==> src/rtl/tri_pkg.sv <==
// Shared definitions for the TRI custom instruction: opcode value, field positions, predecode helper.
// Imported by the fetch stage and by decode.
package tri_pkg;

  localparam logic [7:0] OPC_TRI = 8'hAA;

  localparam int unsigned OPC_MSB = 31;
  localparam int unsigned OPC_LSB = 24;
  localparam int unsigned RD_MSB  = 23;
  localparam int unsigned RD_LSB  = 19;
  localparam int unsigned RS1_MSB = 18;
  localparam int unsigned RS1_LSB = 14;
  localparam int unsigned RS2_MSB = 13;
  localparam int unsigned RS2_LSB = 9;
  localparam int unsigned RS3_MSB = 8;
  localparam int unsigned RS3_LSB = 4;

  // Field view of a TRI word; the low nibble is not used by the TRI format.
  typedef struct packed {
    logic [7:0] opcode;
    logic [4:0] rd;
    logic [4:0] rs1;
    logic [4:0] rs2;
    logic [4:0] rs3;
    logic [3:0] rsvd;
  } tri_instr_t;

  function automatic logic is_tri(input logic [31:0] word);
    return word[OPC_MSB:OPC_LSB] == OPC_TRI;
  endfunction

endpackage

==> src/rtl/fetch_fifo.sv <==
// Registered prefetch FIFO with synchronous flush; head is read straight from storage (no bypass).
// Depth must be a power of two so the pointers wrap naturally.
module fetch_fifo #(
  parameter int unsigned Width = 36,
  parameter int unsigned Depth = 4,
  localparam int unsigned PtrW = $clog2(Depth),
  localparam int unsigned CntW = PtrW + 1
) (
  input  logic             clk,
  input  logic             rst,
  input  logic             flush,
  input  logic             push,
  input  logic [Width-1:0] push_data,
  input  logic             pop,
  output logic [Width-1:0] head,
  output logic [CntW-1:0]  count,
  output logic             full,
  output logic             empty
);

  logic [Width-1:0] mem_q [Depth];
  logic [PtrW-1:0]  wptr_q, rptr_q;
  logic [CntW-1:0]  count_q;

  always_ff @(posedge clk or posedge rst) begin
    if (rst) begin
      wptr_q  <= '0;
      rptr_q  <= '0;
      count_q <= '0;
      // Cleared so the head reads as zero straight out of reset.
      for (int i = 0; i < Depth; i++) begin
        mem_q[i] <= '0;
      end
    end else if (flush) begin
      wptr_q  <= '0;
      rptr_q  <= '0;
      count_q <= '0;
    end else begin
      if (push) begin
        mem_q[wptr_q] <= push_data;
        wptr_q        <= wptr_q + 1'b1;
      end
      if (pop) begin
        rptr_q <= rptr_q + 1'b1;
      end
      unique case ({push, pop})
        2'b10:   count_q <= count_q + 1'b1;
        2'b01:   count_q <= count_q - 1'b1;
        default: count_q <= count_q;
      endcase
    end
  end

  assign head  = mem_q[rptr_q];
  assign count = count_q;
  assign full  = (count_q == CntW'(Depth));
  assign empty = (count_q == '0);

  assert property (@(posedge clk) disable iff (rst) !(pop && empty));

endmodule

==> src/rtl/tri_fetch_unit.sv <==
// Instruction fetch stage: credit-limited issue to a synchronous IMEM, prefetch FIFO of {word, pc},
// valid/ready delivery to decode with TRI predecode, redirect (flush + refetch) and halt.
module tri_fetch_unit
  import tri_pkg::*;
#(
  parameter int unsigned IMEM_DEPTH = 16,
  parameter int unsigned ADDR_W     = 4,
  parameter int unsigned FIFO_DEPTH = 4
) (
  input  logic              clk,
  input  logic              rst,
  output logic              imem_en,
  output logic [ADDR_W-1:0] imem_addr,
  input  logic [31:0]       imem_rdata,
  output logic              out_valid,
  input  logic              out_ready,
  output logic [31:0]       out_instr,
  output logic [ADDR_W-1:0] out_pc,
  output logic              out_is_tri,
  input  logic              redirect_valid,
  input  logic [ADDR_W-1:0] redirect_pc,
  input  logic              halt,
  output logic              idle
);

  localparam int unsigned CntW   = $clog2(FIFO_DEPTH) + 1;
  localparam int unsigned EntryW = 32 + ADDR_W;

  logic [ADDR_W-1:0] pc_q, pc_d, pc_inc;
  logic [ADDR_W-1:0] issued_pc_q;
  logic              in_flight_q;

  logic              issue, push, pop, squash;
  logic [CntW:0]     credits_used;
  logic              has_credit;

  logic [EntryW-1:0] fifo_head;
  logic [CntW-1:0]   fifo_count;
  logic              fifo_full, fifo_empty;

  // Occupancy plus the outstanding response must stay below depth, so a push always finds room.
  always_comb begin
    credits_used = {1'b0, fifo_count} + {{CntW{1'b0}}, in_flight_q};
    has_credit   = credits_used < (CntW + 1)'(FIFO_DEPTH);
    issue        = !rst && !halt && !redirect_valid && has_credit;
  end

  always_comb begin
    pc_inc = (pc_q == ADDR_W'(IMEM_DEPTH - 1)) ? '0 : pc_q + 1'b1;
    pc_d   = pc_q;
    if (redirect_valid) begin
      pc_d = redirect_pc;
    end else if (issue) begin
      pc_d = pc_inc;
    end
  end

  // A response landing in a redirect cycle belongs to the old stream and is dropped.
  always_comb begin
    squash = in_flight_q && redirect_valid;
    push   = in_flight_q && !squash;
    pop    = out_valid && out_ready;
  end

  always_ff @(posedge clk or posedge rst) begin
    if (rst) begin
      pc_q        <= '0;
      issued_pc_q <= '0;
      in_flight_q <= 1'b0;
    end else begin
      pc_q        <= pc_d;
      in_flight_q <= issue;
      if (issue) begin
        issued_pc_q <= pc_q;
      end
    end
  end

  fetch_fifo #(
    .Width (EntryW),
    .Depth (FIFO_DEPTH)
  ) u_fetch_fifo (
    .clk       (clk),
    .rst       (rst),
    .flush     (redirect_valid),
    .push      (push),
    .push_data ({imem_rdata, issued_pc_q}),
    .pop       (pop),
    .head      (fifo_head),
    .count     (fifo_count),
    .full      (fifo_full),
    .empty     (fifo_empty)
  );

  always_comb begin
    imem_en    = issue;
    imem_addr  = pc_q;
    out_valid  = !fifo_empty && !redirect_valid;
    out_instr  = fifo_head[EntryW-1:ADDR_W];
    out_pc     = fifo_head[ADDR_W-1:0];
    out_is_tri = is_tri(out_instr);
    idle       = !in_flight_q && fifo_empty;
  end

  assert property (@(posedge clk) disable iff (rst) !(push && fifo_full));

endmodule

==> config.mk <==
export PLATFORM = sky130hd
export DESIGN_NAME = tri_fetch_unit
export DESIGN_NICKNAME = d
export VERILOG_FILES = /design/src/rtl/tri_pkg.sv /design/src/rtl/fetch_fifo.sv /design/src/rtl/tri_fetch_unit.sv
export SDC_FILE = /design/constraint.sdc
export NUM_CORES = 1
export LEC_CHECK = 0
export BUFFER_PORTS_ARGS = -buffer_cell sky130_fd_sc_hd__buf_4
export CAP_MARGIN = 40
export CORE_UTILIZATION = 23
export DETAILED_ROUTE_END_ITERATION = 8
export GPL_TIMING_DRIVEN = 0
export SLEW_MARGIN = 20
export SYNTH_ARGS = -nofsm -noshare
export SYNTH_HDL_FRONTEND = slang
export SYNTH_HIERARCHICAL = 1
export SYNTH_SLANG_ARGS = --single-unit
==> constraint.sdc <==
create_clock -name clk -period 8.8 [get_ports clk]
set_input_delay 0.44 -clock clk [delete_from_list [all_inputs] [get_ports clk]]
set_output_delay 0.44 -clock clk [all_outputs]
set_load 0.005 [all_outputs]
After elaboration in Yosys (flattened, before gate mapping)
Cells that the tools add are included.
{ "word_totals": {"regBits": 160, "elab_cells": 63} }
{ "op_classes": {"n_addsub": 6, "n_lt_le_gt_ge": 4, "eq_ne": 4, "n_mux": 15, "bitwise_logic": 3, "reduce_logical": 21} }
{ "op_table": {"columns": ["op", "n"], "rows": [
  ["$bwmux W144", 1],
  ["$mux W36", 3],
  ["$bmux W36 S2", 1],
  ["$demux W36 S2", 1],
  ["$mux W4", 3],
  ["$logic_and A1 B1 Y1", 9],
  ["$eq A8 B8 Y1 const B", 1],
  ["$mux W2", 4],
  ["$ge A3 B3 Y1 const B", 2],
  ["$logic_not A1 Y1", 6],
  ["$not A2 Y3", 2],
  ["$pmux W3 S2", 1],
  ["$reduce_bool A2 Y1", 3],
  ["$add A2 B1 Y2 const B", 2],
  ["$add A3 B1 Y4", 1],
  ["$add A4 B1 Y4 const B", 1],
  ["$eq A4 B4 Y1 const B", 1],
  ["$lt A4 B3 Y1 const B", 1],
  ["$add A3 B1 Y3 const B", 1],
  ["$logic_not A3 Y1", 1],
  ["$lt A3 B1 Y1 const B", 1],
  ["$mux W3", 1],
  ["$reduce_bool A3 Y1", 1],
  ["$sub A3 B1 Y3 const B", 1],
  ["4 further kinds", 4]
]} }

Longest topological paths before layout
{ "logic_depth": {"ltp_word": 7, "depth_mapped": 8} }

Cells and area by module
Netlist, hierarchy kept.
{ "by_module_without_submodules": {"columns": ["mod", "n_inst", "cells_per_inst", "area_each_um2", "seq_area_each_um2"], "rows": [
  ["fetch_fifo", 1, 389, 7309.5, 3778.6],
  ["tri_fetch_unit", 1, 52, 501.7, 225.2]
]} }

Worst setup path after synthesis
OpenSTA, ideal clock, no wires.
{ "synth_path": {"path_type": "input port to flip-flop", "start": "in redirect_valid", "end": "reg u_fetch_fifo.count_q[2] (netlist: u_fetch_fifo/count[2])", "setup_time_ns": 0.088, "t_arrival_ns": 2.086, "t_required_ns": 8.712, "slack_ns": 6.626, "stages": 8, "cell_sequence": "clkbuf_1 > nor2_1 > and2_1 > and2b_2 > fa_1 > and3b_2 > o21ai_0 > nor3b_1"} }
{ "synth_between": {"elab_chain_len": 6, "elab_cells_between_ends": 11, "cone_classes": "eq/ne: 2; mux: 2; reduce/logical: 7"} }
{ "synth_rtl": {"columns": ["element", "line_no", "rtl"], "rows": [
  ["start: declaration", "tri_fetch_unit.sv:20", "input logic redirect_valid,"],
  ["$logic_not A1 Y1 *", "tri_fetch_unit.sv:98", "out_valid = !fifo_empty && !redirect_valid;"],
  ["$logic_and A1 B1 Y1 *", "tri_fetch_unit.sv:98", null],
  ["via out_valid", "tri_fetch_unit.sv:15", "output logic out_valid,"],
  ["$logic_and A1 B1 Y1 *", "tri_fetch_unit.sv:62", "pop = out_valid && out_ready;"],
  ["via pop", "tri_fetch_unit.sv:33", "logic issue, push, pop, squash;"],
  ["$eq A2 B1 Y1 / $eq A2 B2 Y1 (equally long branches)", "fetch_fifo.sv:46", "unique case ({push, pop})"],
  ["$pmux W3 S2", "fetch_fifo.sv:46", null],
  ["$mux W3", "fetch_fifo.sv:34", "end else if (flush) begin"],
  ["end signal: assignment", "fetch_fifo.sv:47", "2'b10: count_q <= count_q + 1'b1;"],
  ["end signal: assignment", "fetch_fifo.sv:48", "2'b01: count_q <= count_q - 1'b1;"],
  ["end signal: assignment", "fetch_fifo.sv:49", "default: count_q <= count_q;"],
  ["end: declaration", "fetch_fifo.sv:23", "logic [CntW-1:0] count_q;"]
]} }
Mark *: on every way through the listed nets, which the timed path passes. The rest lies on a longest branch.
A chain may end at the register's enable or synchronous reset.

Worst setup path in the final report
{ "layout_path": {"start": "reg u_fetch_fifo.rptr_q[1]", "end": "out out_is_tri"} }
{ "layout_between": {"elab_chain_len": 5} }
{ "layout_rtl": {"columns": ["element", "line_no", "rtl"], "rows": [
  ["start: declaration", "fetch_fifo.sv:22", "logic [PtrW-1:0] wptr_q, rptr_q;"],
  ["start signal: assignment", "fetch_fifo.sv:44", "rptr_q <= rptr_q + 1'b1;"],
  ["$not A2 Y3 (not written as such)", "fetch_fifo.sv:54", "assign head = mem_q[rptr_q];"],
  ["$bmux W36 S2", "fetch_fifo.sv:54", null],
  ["$mux W36 (not written as such) (2 in series)", "fetch_fifo.sv:54", null],
  ["$eq A8 B8 Y1", "tri_pkg.sv:29", "return word[OPC_MSB:OPC_LSB] == OPC_TRI;"],
  ["end: declaration", "tri_fetch_unit.sv:19", "output logic out_is_tri,"]
]} }
No other way between the ends. The select of a mux whose other input is x is not followed.

==> key figures <==
Timing
  – Final Critical Period: 2720 ps
  – Fin. max-slew vios: 0
  – Unrepaired setup endpoints after global routing: no
  – Worst clock skew: 10.5 ps
  – Fin Hold WS: 19.6 ps
  – Final setup viols: 0
  – Achievable Freq: 368 MHz
  – Tcrit/Tclk final: 30.9%
  – Max-slew headroom: 66.6%
  – Final Hold Vio Count: 0
  – Setup tns final: 0 ps
  – Worst-Margin Slew: 496 ps
  – Fin worst setup slack: 6080 ps

Final layout
  – Most frequent cells in the layout: dfrtp_1 (160), mux2_4 (120), buf_4 (88), mux4_2 (36), mux2_2 (26)
  – Area Overhead vs Synth: 23.2%
  – # diodes: 0
  – Fraction of final layout cells sized beyond drive strength 1: 59.4%
  – Most common cell after layout, fill and taps aside: dfrtp_1
  – Fin nets: 591

Clock network
  – CTS Buffer Depth: 2
  – CTS tree: done
  – Total CTS buffers: 17
  – Post-CTS setup buffers: 0
  – CTS H-tree lvls: 4
  – Post-cts sizing count: 0
  – Root Driver: clkbuf_16
  – Worst skew pair latency: 440 ps
  – CTS Sinks: 160
  – CTS Hold Buffers Added: 0
  – Clock-pin slew on the worst setup and hold paths: 70 ps

Pwr
  – Design Power: 0.00188 W
  – Leakage Power: 4.74 nW
  – Worst vdd ir: 0.000145 V
  – Pwr/cell area: 196 nW/um2

Synthesis
  – Syn_nets: 487
  – Cell count after synthesis: 440
  – Synthesized cell area: 7800 um2
  – Avg Cell Area, Syn: 17.7 um2
  – Synth Warn #: 6

Setup path
  – CP most frequent cell: buf_2
  – Max incr delay on CP: 410 ps
  – Worst Setup Path Type: reg2out
  – WP depth: 6
  – CP Launch Type: flip-flop
  – CP arrival: 2280 ps
  – Critical Path Fanout Max: 10
  – Cell depth of the worst flop-to-flop path: 8
  – Top Family by Delay on Critical Path: buffers and inverters
  – CP bufs+invs: 3
  – Worst-path cell chain: buf_2 -> buf_2 -> mux4_2 -> nand4bb_1 -> nor2_1 -> buf_4
  – CP required: 8360 ps
  – Slowest-stage cell, CP: mux4_2
  – CP endpoint kind: output pin

Die
  – # IOs: 85
  – Full die area: 34,700 um2
  – Die width: 186 um
  – Core Area: 33,400 um2
  – Row count: 67
  – Initial Utilization: 23.3%
  – Die Y: 186 um

Routing
  – Vias/cell: 4.01
  – First-pass DRT Iterations: 4
  – Routed WL: 17,000 um
  – Post-DR wirelength/cell: 16.9 um
  – # DRC: 0
  – Iter 0 DRT Violations: 164
  – Routed Antenna Nets: 0
  – Via count: 4,027

GRT
  – Antenna violations before repair: 0
  – Vias in the first global route: 4,490
  – Largest net degree at the start of global routing: 96
  – First-pass GRT wire length: 27,200 um
  – Global Route Usage Sum: 10.6%
  – GRT overflow: 0

Flow run
  – Max Cap Viol: 0

Place
  – Dpl hpwl: 11,200 um
  – RePlAce Congestion: 0.740
  – Port buffer count: 84
  – Pre-CTS WS: 6260 ps

Status
  – Status: finished clean

Hold path
  – HP Class: in2async
## per-layer routing
metal,up-vias,GRT usage [%],share of wire [%]
met1,2104,14.6,48
met2,75,15.9,47
met5,-,0,0
met4,0,3.64,1.1
met3,12,2.92,4.3
li1,1836,-,-
## power by group
group          total, W  internal, W  switching, W
sequential     0.000835     0.000795     0.0000397
combinational  0.000304     0.000196      0.000108
clock          0.000745     0.000408      0.000338
## area by class of cell
| class | count | area [um2] |
|---|---|---|
| Fill cell | 3327 | 23800 |
| Sequential cell | 160 | 4000 |
| Multi-Input combinational cell | 248 | 3440 |
| Timing Repair Buffer | 85 | 658 |
| Tap cell | 448 | 561 |
| Clock buffer | 18 | 439 |
| Buffer | 24 | 330 |
| Clock inverter | 14 | 145 |
| Inverter | 8 | 37.5 |
## worst reg2reg max path: stages (launching register included)
cell and delay (ps):
dfrtp_1 440, nor3_1 240, nor2_1 80, and2_1 270
and2b_2 240, fa_1 370, and3b_2 230, o21ai_0 150
nor3b_1 190
## path summary, 6_finish.rpt
check,startpoint,end,slack (ps)
worst max-delay path,u_fetch_fifo/rptr_q[1],out_is_tri,6080
worst min register to register,u_fetch_fifo/mem_q[68],u_fetch_fifo/mem_q[68],500
worst min-delay path,rst,in_flight_q,20
max in group asynchronous,rst,u_fetch_fifo/rptr_q[0],7950
min in group clk,redirect_pc[1],imem_addr[1],240
worst max register to register,u_fetch_fifo/count[1],u_fetch_fifo/count[2],6500
## flip-flops by register name (all words and copies together), names as in the netlist
signal,cells
in_flight_q,1
imem_addr,4
u_fetch_fifo/mem_q,144
issued_pc_q,4
u_fetch_fifo/rptr_q,2
u_fetch_fifo/count,3
u_fetch_fifo/wptr_q,2
## metrics by stage
stage	cells	utilization [%]	cell area, um2
6_report	1005	28.7	9610
5_1_grt	1005	28.7	9610
4_1_cts	1005	28.7	9610
3_5_place_dp	973	27.0	9030
3_3_place_gp	972	26.9	8990
2_1_floorplan	440	-	7800
No activity file was read; power rests on OpenSTA's default activity.
